## src/rtl/multdiv_issue_if.sv

```systemverilog
// Handshake bundle between the DX stage, the multdiv unit and writeback
// for the mult/div issue latch.
interface multdiv_issue_if #(
    parameter int WIDTH = 32
);
    logic [WIDTH-1:0] in_A;
    logic [WIDTH-1:0] in_B;
    logic [31:0]      in_IR;
    logic             md_rdy;
    logic [WIDTH-1:0] md_result;
    logic             md_exception;
    logic             wb_ack;
    logic [WIDTH-1:0] out_A;
    logic [WIDTH-1:0] out_B;
    logic [31:0]      out_IR;
    logic             out_ctrl_MULT;
    logic             out_ctrl_DIV;
    logic             stall;
    logic             busy;
    logic             res_valid;
    logic [WIDTH-1:0] res_data;
    logic [4:0]       res_rd;
    logic             res_exception;
    logic             timeout;

    modport slave (
        input  in_A, in_B, in_IR, md_rdy, md_result, md_exception, wb_ack,
        output out_A, out_B, out_IR, out_ctrl_MULT, out_ctrl_DIV, stall, busy,
               res_valid, res_data, res_rd, res_exception, timeout
    );

    modport master (
        output in_A, in_B, in_IR, md_rdy, md_result, md_exception, wb_ack,
        input  out_A, out_B, out_IR, out_ctrl_MULT, out_ctrl_DIV, stall, busy,
               res_valid, res_data, res_rd, res_exception, timeout
    );
endinterface

```

## src/rtl/multdiv_issue.sv

```systemverilog
// DX-stage mult/div operand latch: issues a start pulse, tracks the multdiv
// unit through completion with a watchdog, and holds the result for writeback.
module multdiv_issue #(
    parameter int         WIDTH      = 32,
    parameter logic [4:0] OP_ALU     = 5'd0,
    parameter logic [4:0] MULT_ALUOP = 5'd6,
    parameter logic [4:0] DIV_ALUOP  = 5'd7,
    parameter int         TIMEOUT    = 64
) (
    input  logic              clock,
    input  logic              reset,
    multdiv_issue_if.slave    bus
);
    localparam int CW = $clog2(TIMEOUT + 1);
    localparam logic [CW-1:0] LIMIT = CW'(TIMEOUT - 1);

    typedef enum logic [1:0] {IDLE, START, BUSY, DONE} state_t;

    state_t           state;
    logic [CW-1:0]    cnt;
    logic [WIDTH-1:0] a_q, b_q, data_q;
    logic [31:0]      ir_q;
    logic             mult_q, div_q, valid_q, exc_q, tmo_q;
    logic [4:0]       rd_q;
    logic             is_md, accept;

    assign is_md  = (bus.in_IR[31:27] == OP_ALU) &&
                    ((bus.in_IR[6:2] == MULT_ALUOP) || (bus.in_IR[6:2] == DIV_ALUOP));
    assign accept = (state == IDLE) || ((state == DONE) && bus.wb_ack);

    always_ff @(posedge clock) begin
        if (!reset) begin
            state   <= IDLE;
            cnt     <= '0;
            a_q     <= '0;
            b_q     <= '0;
            ir_q    <= '0;
            mult_q  <= 1'b0;
            div_q   <= 1'b0;
            valid_q <= 1'b0;
            data_q  <= '0;
            rd_q    <= '0;
            exc_q   <= 1'b0;
            tmo_q   <= 1'b0;
        end else begin
            mult_q <= 1'b0;
            div_q  <= 1'b0;
            // Capture and pulse selection are shared by IDLE and the back-to-back DONE path;
            // the pulse is registered here so it is high exactly while in START.
            if (is_md && accept) begin
                a_q    <= bus.in_A;
                b_q    <= bus.in_B;
                ir_q   <= bus.in_IR;
                mult_q <= (bus.in_IR[6:2] == MULT_ALUOP);
                div_q  <= (bus.in_IR[6:2] != MULT_ALUOP);
            end
            unique case (state)
                IDLE: if (is_md) state <= START;
                START: begin
                    cnt   <= '0;
                    state <= BUSY;
                end
                BUSY: begin
                    cnt <= cnt + 1'b1;
                    if (bus.md_rdy) begin
                        data_q  <= bus.md_result;
                        exc_q   <= bus.md_exception;
                        tmo_q   <= 1'b0;
                        rd_q    <= ir_q[26:22];
                        valid_q <= 1'b1;
                        state   <= DONE;
                    end else if (cnt == LIMIT) begin
                        data_q  <= '0;
                        exc_q   <= 1'b1;
                        tmo_q   <= 1'b1;
                        rd_q    <= ir_q[26:22];
                        valid_q <= 1'b1;
                        state   <= DONE;
                    end
                end
                DONE: if (bus.wb_ack) begin
                    valid_q <= 1'b0;
                    state   <= is_md ? START : IDLE;
                end
                default: state <= IDLE;
            endcase
        end
    end

    assign bus.stall         = is_md && !accept;
    assign bus.busy          = (state != IDLE);
    assign bus.out_A         = a_q;
    assign bus.out_B         = b_q;
    assign bus.out_IR        = ir_q;
    assign bus.out_ctrl_MULT = mult_q;
    assign bus.out_ctrl_DIV  = div_q;
    assign bus.res_valid     = valid_q;
    assign bus.res_data      = data_q;
    assign bus.res_rd        = rd_q;
    assign bus.res_exception = exc_q;
    assign bus.timeout       = tmo_q;
endmodule

```

## src/flat_wrapper.sv

```systemverilog
// flat-port wrapper written by rule: the top's interface ports become plain ports
module multdiv_issue_flat 
#(
    parameter int         WIDTH      = 32,
    parameter logic [4:0] OP_ALU     = 5'd0,
    parameter logic [4:0] MULT_ALUOP = 5'd6,
    parameter logic [4:0] DIV_ALUOP  = 5'd7,
    parameter int         TIMEOUT    = 64
)
  (clock, reset, bus_in_A, bus_in_B, bus_in_IR, bus_md_rdy, bus_md_result, bus_md_exception, bus_wb_ack, bus_out_A, bus_out_B, bus_out_IR, bus_out_ctrl_MULT, bus_out_ctrl_DIV, bus_stall, bus_busy, bus_res_valid, bus_res_data, bus_res_rd, bus_res_exception, bus_timeout);
  multdiv_issue_if #(.WIDTH(WIDTH)) bus_i ();
  input  logic clock;
  input  logic reset;
  input wire logic [$bits(bus_i.in_A)-1:0] bus_in_A;
  input wire logic [$bits(bus_i.in_B)-1:0] bus_in_B;
  input wire logic [$bits(bus_i.in_IR)-1:0] bus_in_IR;
  input wire logic [$bits(bus_i.md_rdy)-1:0] bus_md_rdy;
  input wire logic [$bits(bus_i.md_result)-1:0] bus_md_result;
  input wire logic [$bits(bus_i.md_exception)-1:0] bus_md_exception;
  input wire logic [$bits(bus_i.wb_ack)-1:0] bus_wb_ack;
  output wire logic [$bits(bus_i.out_A)-1:0] bus_out_A;
  output wire logic [$bits(bus_i.out_B)-1:0] bus_out_B;
  output wire logic [$bits(bus_i.out_IR)-1:0] bus_out_IR;
  output wire logic [$bits(bus_i.out_ctrl_MULT)-1:0] bus_out_ctrl_MULT;
  output wire logic [$bits(bus_i.out_ctrl_DIV)-1:0] bus_out_ctrl_DIV;
  output wire logic [$bits(bus_i.stall)-1:0] bus_stall;
  output wire logic [$bits(bus_i.busy)-1:0] bus_busy;
  output wire logic [$bits(bus_i.res_valid)-1:0] bus_res_valid;
  output wire logic [$bits(bus_i.res_data)-1:0] bus_res_data;
  output wire logic [$bits(bus_i.res_rd)-1:0] bus_res_rd;
  output wire logic [$bits(bus_i.res_exception)-1:0] bus_res_exception;
  output wire logic [$bits(bus_i.timeout)-1:0] bus_timeout;
  assign bus_i.in_A = bus_in_A;
  assign bus_i.in_B = bus_in_B;
  assign bus_i.in_IR = bus_in_IR;
  assign bus_i.md_rdy = bus_md_rdy;
  assign bus_i.md_result = bus_md_result;
  assign bus_i.md_exception = bus_md_exception;
  assign bus_i.wb_ack = bus_wb_ack;
  assign bus_out_A = bus_i.out_A;
  assign bus_out_B = bus_i.out_B;
  assign bus_out_IR = bus_i.out_IR;
  assign bus_out_ctrl_MULT = bus_i.out_ctrl_MULT;
  assign bus_out_ctrl_DIV = bus_i.out_ctrl_DIV;
  assign bus_stall = bus_i.stall;
  assign bus_busy = bus_i.busy;
  assign bus_res_valid = bus_i.res_valid;
  assign bus_res_data = bus_i.res_data;
  assign bus_res_rd = bus_i.res_rd;
  assign bus_res_exception = bus_i.res_exception;
  assign bus_timeout = bus_i.timeout;
  multdiv_issue #(.WIDTH(WIDTH), .OP_ALU(OP_ALU), .MULT_ALUOP(MULT_ALUOP), .DIV_ALUOP(DIV_ALUOP), .TIMEOUT(TIMEOUT)) u_core (.clock(clock), .reset(reset), .bus(bus_i));
endmodule
```

## config.mk

```make
export PLATFORM = sky130hd
export DESIGN_NAME = multdiv_issue_flat
export DESIGN_NICKNAME = d
export VERILOG_FILES = /design/src/rtl/multdiv_issue_if.sv /design/src/rtl/multdiv_issue.sv /design/src/flat_wrapper.sv
export SDC_FILE = /design/constraint.sdc
export NUM_CORES = 1
export LEC_CHECK = 0
export ABC_CLOCK_PERIOD_IN_PS = 2200
export BUFFER_PORTS_ARGS = -buffer_cell sky130_fd_sc_hd__buf_2
export CAP_MARGIN = 20
export CORE_MARGIN = 4
export CORE_UTILIZATION = 46
export DETAILED_ROUTE_END_ITERATION = 10
export PLACE_DENSITY = 0.83
export REMOVE_ABC_BUFFERS = 1
export SLEW_MARGIN = 20
export SYNTH_ARGS = -nofsm -noshare
export SYNTH_HDL_FRONTEND = slang
export SYNTH_SLANG_ARGS = --single-unit
```

## constraint.sdc

```tcl
create_clock -name clock -period 2.2 [get_ports clock]
set_input_delay 0.22 -clock clock [delete_from_list [all_inputs] [get_ports clock]]
set_output_delay 0.22 -clock clock [all_outputs]
set_load 0.01 [all_outputs]
```

# After elaboration in Yosys (flattened, before gate mapping)

Index checks and enable logic that the tools add are counted.

$add $sub $neg: 1
Equal/unequal tests: 10
Multiplexer cells: 17
Reductions and logical operators: 17

Operators with widths:

| cell                  | count |
|---|---|
| $mux W32              | 2 |
| $pmux W7 S2           | 1 |
| $eq A5 B3 Y1 const B  | 2 |
| $mux W5               | 2 |
| $mux W2               | 4 |
| $pmux W2 S4           | 1 |
| $reduce_bool A2 Y1    | 4 |
| $add A7 B1 Y7 const B | 1 |
| $eq A7 B6 Y1 const B  | 1 |
| $mux W1               | 6 |
| $reduce_and A3 Y1     | 2 |
| $logic_not A5 Y1      | 1 |
| $ne A5 B3 Y1 const B  | 1 |
| $eq A2 B2 Y1 const B  | 2 |
| $logic_and A1 B1 Y1   | 4 |
| $reduce_and A2 Y1     | 2 |
| $ne A3 B2 Y1 const B  | 1 |
| $eq A2 B1 Y1 const B  | 1 |
| $logic_not A2 Y1      | 1 |
| $logic_or A1 B1 Y1    | 2 |
| $ne A2 B1 Y1 const B  | 1 |
| $ne A2 B2 Y1 const B  | 1 |
| $pmux W1 S2           | 1 |
| $logic_not A1 Y1      | 1 |

Register bits after elaboration: 147
Bits of input ports: 133
Output and inout port bits: 140
Word-level logic and storage cells: 57

# Depth between registers and ports, before layout

Depth after elaboration: 6
Mapped depth: 9
Depth with buffers taken out: 6

# Least setup slack after synthesis

OpenSTA, ideal clock, no wires.

Kind: reg2reg
Start point: register u_core.state[0]
End point: register u_core.a_q[10], in the netlist u_core.bus.out_A[10]
Library setup time: 0.143 ns
Arrival: 1.722 ns
Data required time: 2.057 ns
Path slack: 0.335 ns
Cell stages (with the launch flop): 10
Path buffers: 3
Clock period less this slack: 1.865 ns
Cell sequence: dfxtp_1 -> inv_1 -> ha_1 -> a21oi_1 -> or4_1 -> clkbuf_1 -> buf_6 -> buf_6 -> nand2_1 -> a21oi_2

Word-level cells in the longest chain between the ends: 4
Elaborated cells between the ends (all ways): 5
Those cells by class: eq/ne (1); reduce/logical (4)

Ends and longest elaborated chain:

| item                    | RTL line            | text |
|---|---|---|
| from (decl)             | multdiv_issue.sv:19 | `state_t state;` |
| from (signal assigned)  | multdiv_issue.sv:83 | `state <= is_md ? START : IDLE;` |
| $eq A2 B2 Y1            | multdiv_issue.sv:29 | `assign accept = (state == IDLE) \|\| ((state == DONE) && bus.wb_ack);` |
| $logic_and A1 B1 Y1     | multdiv_issue.sv:29 |  |
| $logic_or A1 B1 Y1 (*)  | multdiv_issue.sv:29 |  |
| $logic_and A1 B1 Y1 (*) | multdiv_issue.sv:50 | `if (is_md && accept) begin` |
| to (signal assigned)    | multdiv_issue.sv:51 | `a_q <= bus.in_A;` |
| to (decl)               | multdiv_issue.sv:21 | `logic [WIDTH-1:0] a_q, b_q, data_q;` |

Every way passes the cells marked *; elsewhere a longest branch is shown, timed or not.
A chain may end at the register's enable or synchronous reset.

# Worst setup path in the final report

Start point: register u_core.state[0]
End point: register u_core.ir_q[8], in the netlist u_core.bus.out_IR[8]

Word-level cells in the longest chain between the ends: 4
Elaborated cells between the ends (all ways): 5
Those cells by class: eq/ne (1); reduce/logical (4)

Ends and longest elaborated chain:

| item                    | RTL line            | text |
|---|---|---|
| $eq A2 B2 Y1            | multdiv_issue.sv:29 |  |
| $logic_and A1 B1 Y1     | multdiv_issue.sv:29 |  |
| $logic_or A1 B1 Y1 (*)  | multdiv_issue.sv:29 |  |
| $logic_and A1 B1 Y1 (*) | multdiv_issue.sv:50 |  |
| to (signal assigned)    | multdiv_issue.sv:53 | `ir_q <= bus.in_IR;` |
| to (decl)               | multdiv_issue.sv:22 | `logic [31:0] ir_q;` |

Marks and branches as above.

==> impl_metrics.env <==
export IMPL_drt_pre_antenna_iters=5
export IMPL_post_drt_wl_per_cell_um=14.81
export IMPL_num_rows=39
export IMPL_outcome="complete, no violations"
export IMPL_port_buffers=272
export IMPL_cp_end_kind="register"
export IMPL_clock_insertion_delay_worst_skew_ns=0.42
export IMPL_p_per_area_nw_per_um2=820.8
export IMPL_design_portCount=273
export IMPL_hold_ws_ns=0.03699
export IMPL_clk_path_buf_depth=2
export IMPL_share_comb_of_total_power_pct=4.6
export IMPL_clkSlewWorstSetupHoldPaths_ns=0.06
export IMPL_layout_common_cells="buf_2, nand2_1, dfxtp_1, a21oi_1, o21ai_0"
export IMPL_warnings_synthesis=0
export IMPL_coreArea_sq_um=11560
export IMPL_number_of_vias_after_detailed_routing=5343
export IMPL_ctsRootBufferMaster="clkbuf_16"
export IMPL_dpl_hpwl_mm=11.10
export IMPL_crit_type="register to register"
export IMPL_yosysSeqAreaShare_pct=53.47
export IMPL_num_fill_cells=963
export IMPL_synth_seq_cells=147
export IMPL_area_delta_synth_final_pct=38.12
export IMPL_die_area_sq_um=13780
export IMPL_cpMaxStageDelayCell="or4_4"
export IMPL_cts_buffers=17
export IMPL_antenna_diode_count=0
export IMPL_finClkSkew_ns=0.006262
export IMPL_total_count_of_max_transition_violations_in_the_final_report=0
export IMPL_commonest_non_fill_non_tap_cell_in_the_layout="buf_2"
export IMPL_clock_tree_from_tritoncts="built"
export IMPL_rsz0062_at_grt="false"
export IMPL_final_wirelength_mm=15.71
export IMPL_dp_cells=1028
export IMPL_final_instance_count_excl_fill=1061
export IMPL_antenna_found_initial=0
export IMPL_sw_frac_of_total_pct=20.46
export IMPL_setup_reg_to_reg_worst_slack_ns=0.20
export IMPL_drc_violations=0
export IMPL_cap_violations=0
export IMPL_grt_usage_pct=22.64
export IMPL_critical_path_most_common_cell="a21oi_1"
export IMPL_worst_path_buf_inv=1
export IMPL_fin_util_pct=65.74
export IMPL_fin_crit_ns=1.995
export IMPL_cts_sink_count=147
export IMPL_sequentialPowerShare_pct=43.0
export IMPL_placedInstanceArea_sq_um=6919
export IMPL_grt_start_max_net_pins=80
export IMPL_routabilityCongestion=0.7889
export IMPL_critical_path_max_stage_delay_ns=0.60
export IMPL_worst_hold_path_type="input port to register"
export IMPL_worst_slew_pin_slew_ns=0.5167
export IMPL_worstPathArrival_ns=2.28
export IMPL_route_antenna_remaining_nets=0
export IMPL_critPathRequiredTime_ns=2.48
export IMPL_cts_post_setup_buffers_inserted=0
export IMPL_netlist_area_sq_um=5504
export IMPL_fmax_ghz=0.5012
export IMPL_grt_pass1_vias=5130
export IMPL_crit_fanout=68
export IMPL_cts_htree_levels=4
export IMPL_final_nets=1043
export IMPL_initial_utilization_pct=47.59
export IMPL_critical_path_startpoint_type="register"
export IMPL_timing_hold_violations_final=0
export IMPL_layout_drive_gt1_share_pct=39.76
export IMPL_drt_iter0_drc=389
export IMPL_cp_cell_sequence="ha_1 > a21oi_1 > or4_4 > buf_12 > nand2_1 > a21oi_1"
export IMPL_wire_length_of_the_first_global_routing_pass_mm=25.57
export IMPL_finalInstanceArea_sq_um=7602
export IMPL_synth_cell_type_count=37
export IMPL_crit_family="simple AND/OR/NAND/NOR gates"
export IMPL_post_cts_resize_count=0
export IMPL_detail_route_vias_per_cell=5.036
export IMPL_layout_worst_path_cycle_share_pct=90.69
export IMPL_post_synth_cell_area_avg_sq_um=8.494
export IMPL_fp_dieH_um=117.4
export IMPL_peakVddDrop_uv=628.2
export IMPL_internal_power_mw=4.963
export IMPL_switching_pwr_mw=1.277
export IMPL_globalRouteOverflowTotal=0
export IMPL_p_clk_share_pct=52.4
export IMPL_horizontal_extent_of_the_die_um=117.4
export IMPL_final_setup_viol_count=0
export IMPL_finalSetupTns_ns=0
export IMPL_cts_hold_repair_buffers=1
export IMPL_max_slew_margin_pct=65.55
export IMPL_netlist_instances=648
export IMPL_leakage_nw=3.355
-- worst min-delay path: stages --
cell     delay, ns
buf_2         0.09
nand2_1       0.04
a21oi_1       0.05
-- power by group through the flow --
stage          sequential [mW]  clock (mW)  combinational, mW
4_1_cts                   2.68        3.31              0.288
3_5_place_dp              2.74           0              0.282
3_3_place_gp              2.74           0              0.281
5_1_grt                   2.68        3.45              0.319
2_1_floorplan             2.74           0              0.107
6_report                  2.68        3.27              0.288
-- metal layers --
layer  track usage [%]  wire (um)
met4             9.604        393
met3             8.229       1385
met5                 0          0
met1             25.74       6258
met2             38.40       7676
-- state kept, by name, indices dropped and copies added (netlist names) --
| name | count |
|---|---|
| u_core.bus.out_B | 32 |
| u_core.bus.timeout | 1 |
| u_core.bus.res_rd | 5 |
| u_core.bus.res_valid | 1 |
| u_core.bus.out_A | 32 |
| u_core.cnt | 7 |
| u_core.bus.out_ctrl_MULT | 1 |
| u_core.state | 2 |
| u_core.bus.res_data | 32 |
| u_core.bus.res_exception | 1 |
| u_core.bus.out_IR | 32 |
| u_core.bus.out_ctrl_DIV | 1 |
-- stage by stage --
step                worst slack [ns]  power [mW]
global placement              0.2763       3.022
CTS                           0.2323       6.280
floorplan                     -1.585       2.850
global route                 0.07175       6.455
finish                        0.2049       6.240
detailed placement            0.2373       3.024
-- final cells by class --
class | count | area [sq um] | share of cell area [%]
Clock inverter | 13 | 230.2 | 3.028
Sequential cell | 147 | 2943 | 38.71
Inverter | 6 | 25.02 | 0.3292
Tap cell | 143 | 178.9 | 2.354
Multi-Input combinational cell | 446 | 2243 | 29.51
Clock buffer | 19 | 442.9 | 5.826
Timing Repair Buffer | 287 | 1539 | 20.24
-- path summary, 6_finish.rpt --
check,startpoint,end,depth (start not counted)
max,u_core.state[0],u_core.bus.out_IR[8],6
min,bus_md_result[14],u_core.bus.res_data[14],3
max reg2reg,u_core.state[0],u_core.bus.out_IR[8],6
min reg2reg,u_core.bus.out_IR[0],u_core.bus.out_IR[0],2
-- cell usage after synthesis --
library cell	n	area, sq um
a21oi_2	20	175.2
a211oi_2	1	12.51
xor2_1	3	26.28
or3_1	4	25.02
nor3_1	1	5.000
a21oi_1	110	550.5
nor4_4	1	21.27
or4_1	2	15.01
a311oi_1	1	8.760
o21ai_0	38	190.2
o31ai_1	2	15.01
nand3_1	5	25.02
a31o_2	1	8.760
and3_1	7	43.79
ha_1	5	62.56
a21o_1	1	7.510
nand2_2	20	125.1
o21ai_1	1	5.000
nand2_1	194	728.2
nor4_1	1	6.260
a31oi_1	1	6.260
inv_1	6	22.52
nor3_2	1	10.01
dfxtp_1	147	2943
clkbuf_1	32	120.1
buf_2	1	5.000
nor2_1	13	48.80
and2_1	1	6.260
nand4bb_1	1	11.26
a211oi_1	2	15.01
buf_6	16	180.2
mux2i_1	3	30.03
xnor2_1	1	8.760
or4_4	1	11.26
and4b_1	1	10.01
nand4_1	2	12.51
nor2b_1	1	6.260
-- logic make-up (layout without fill, tap and decap cells) --
logic type               after synthesis  in the layout  share of synthesized area [%]
multiplexers                           3              3                         0.5456
XOR/XNOR                               4              4                         0.6366
buffers and inverters                 55            325                          5.956
AO/OA/AOI/OAI                        178            178                          18.07
adder cells (fa/ha/maj)                5              5                          1.137
flip-flops                           147            147                          53.47
AND/OR/NAND/NOR                      256            256                          20.19
Note: power is estimated with default switching activity, not from simulation.
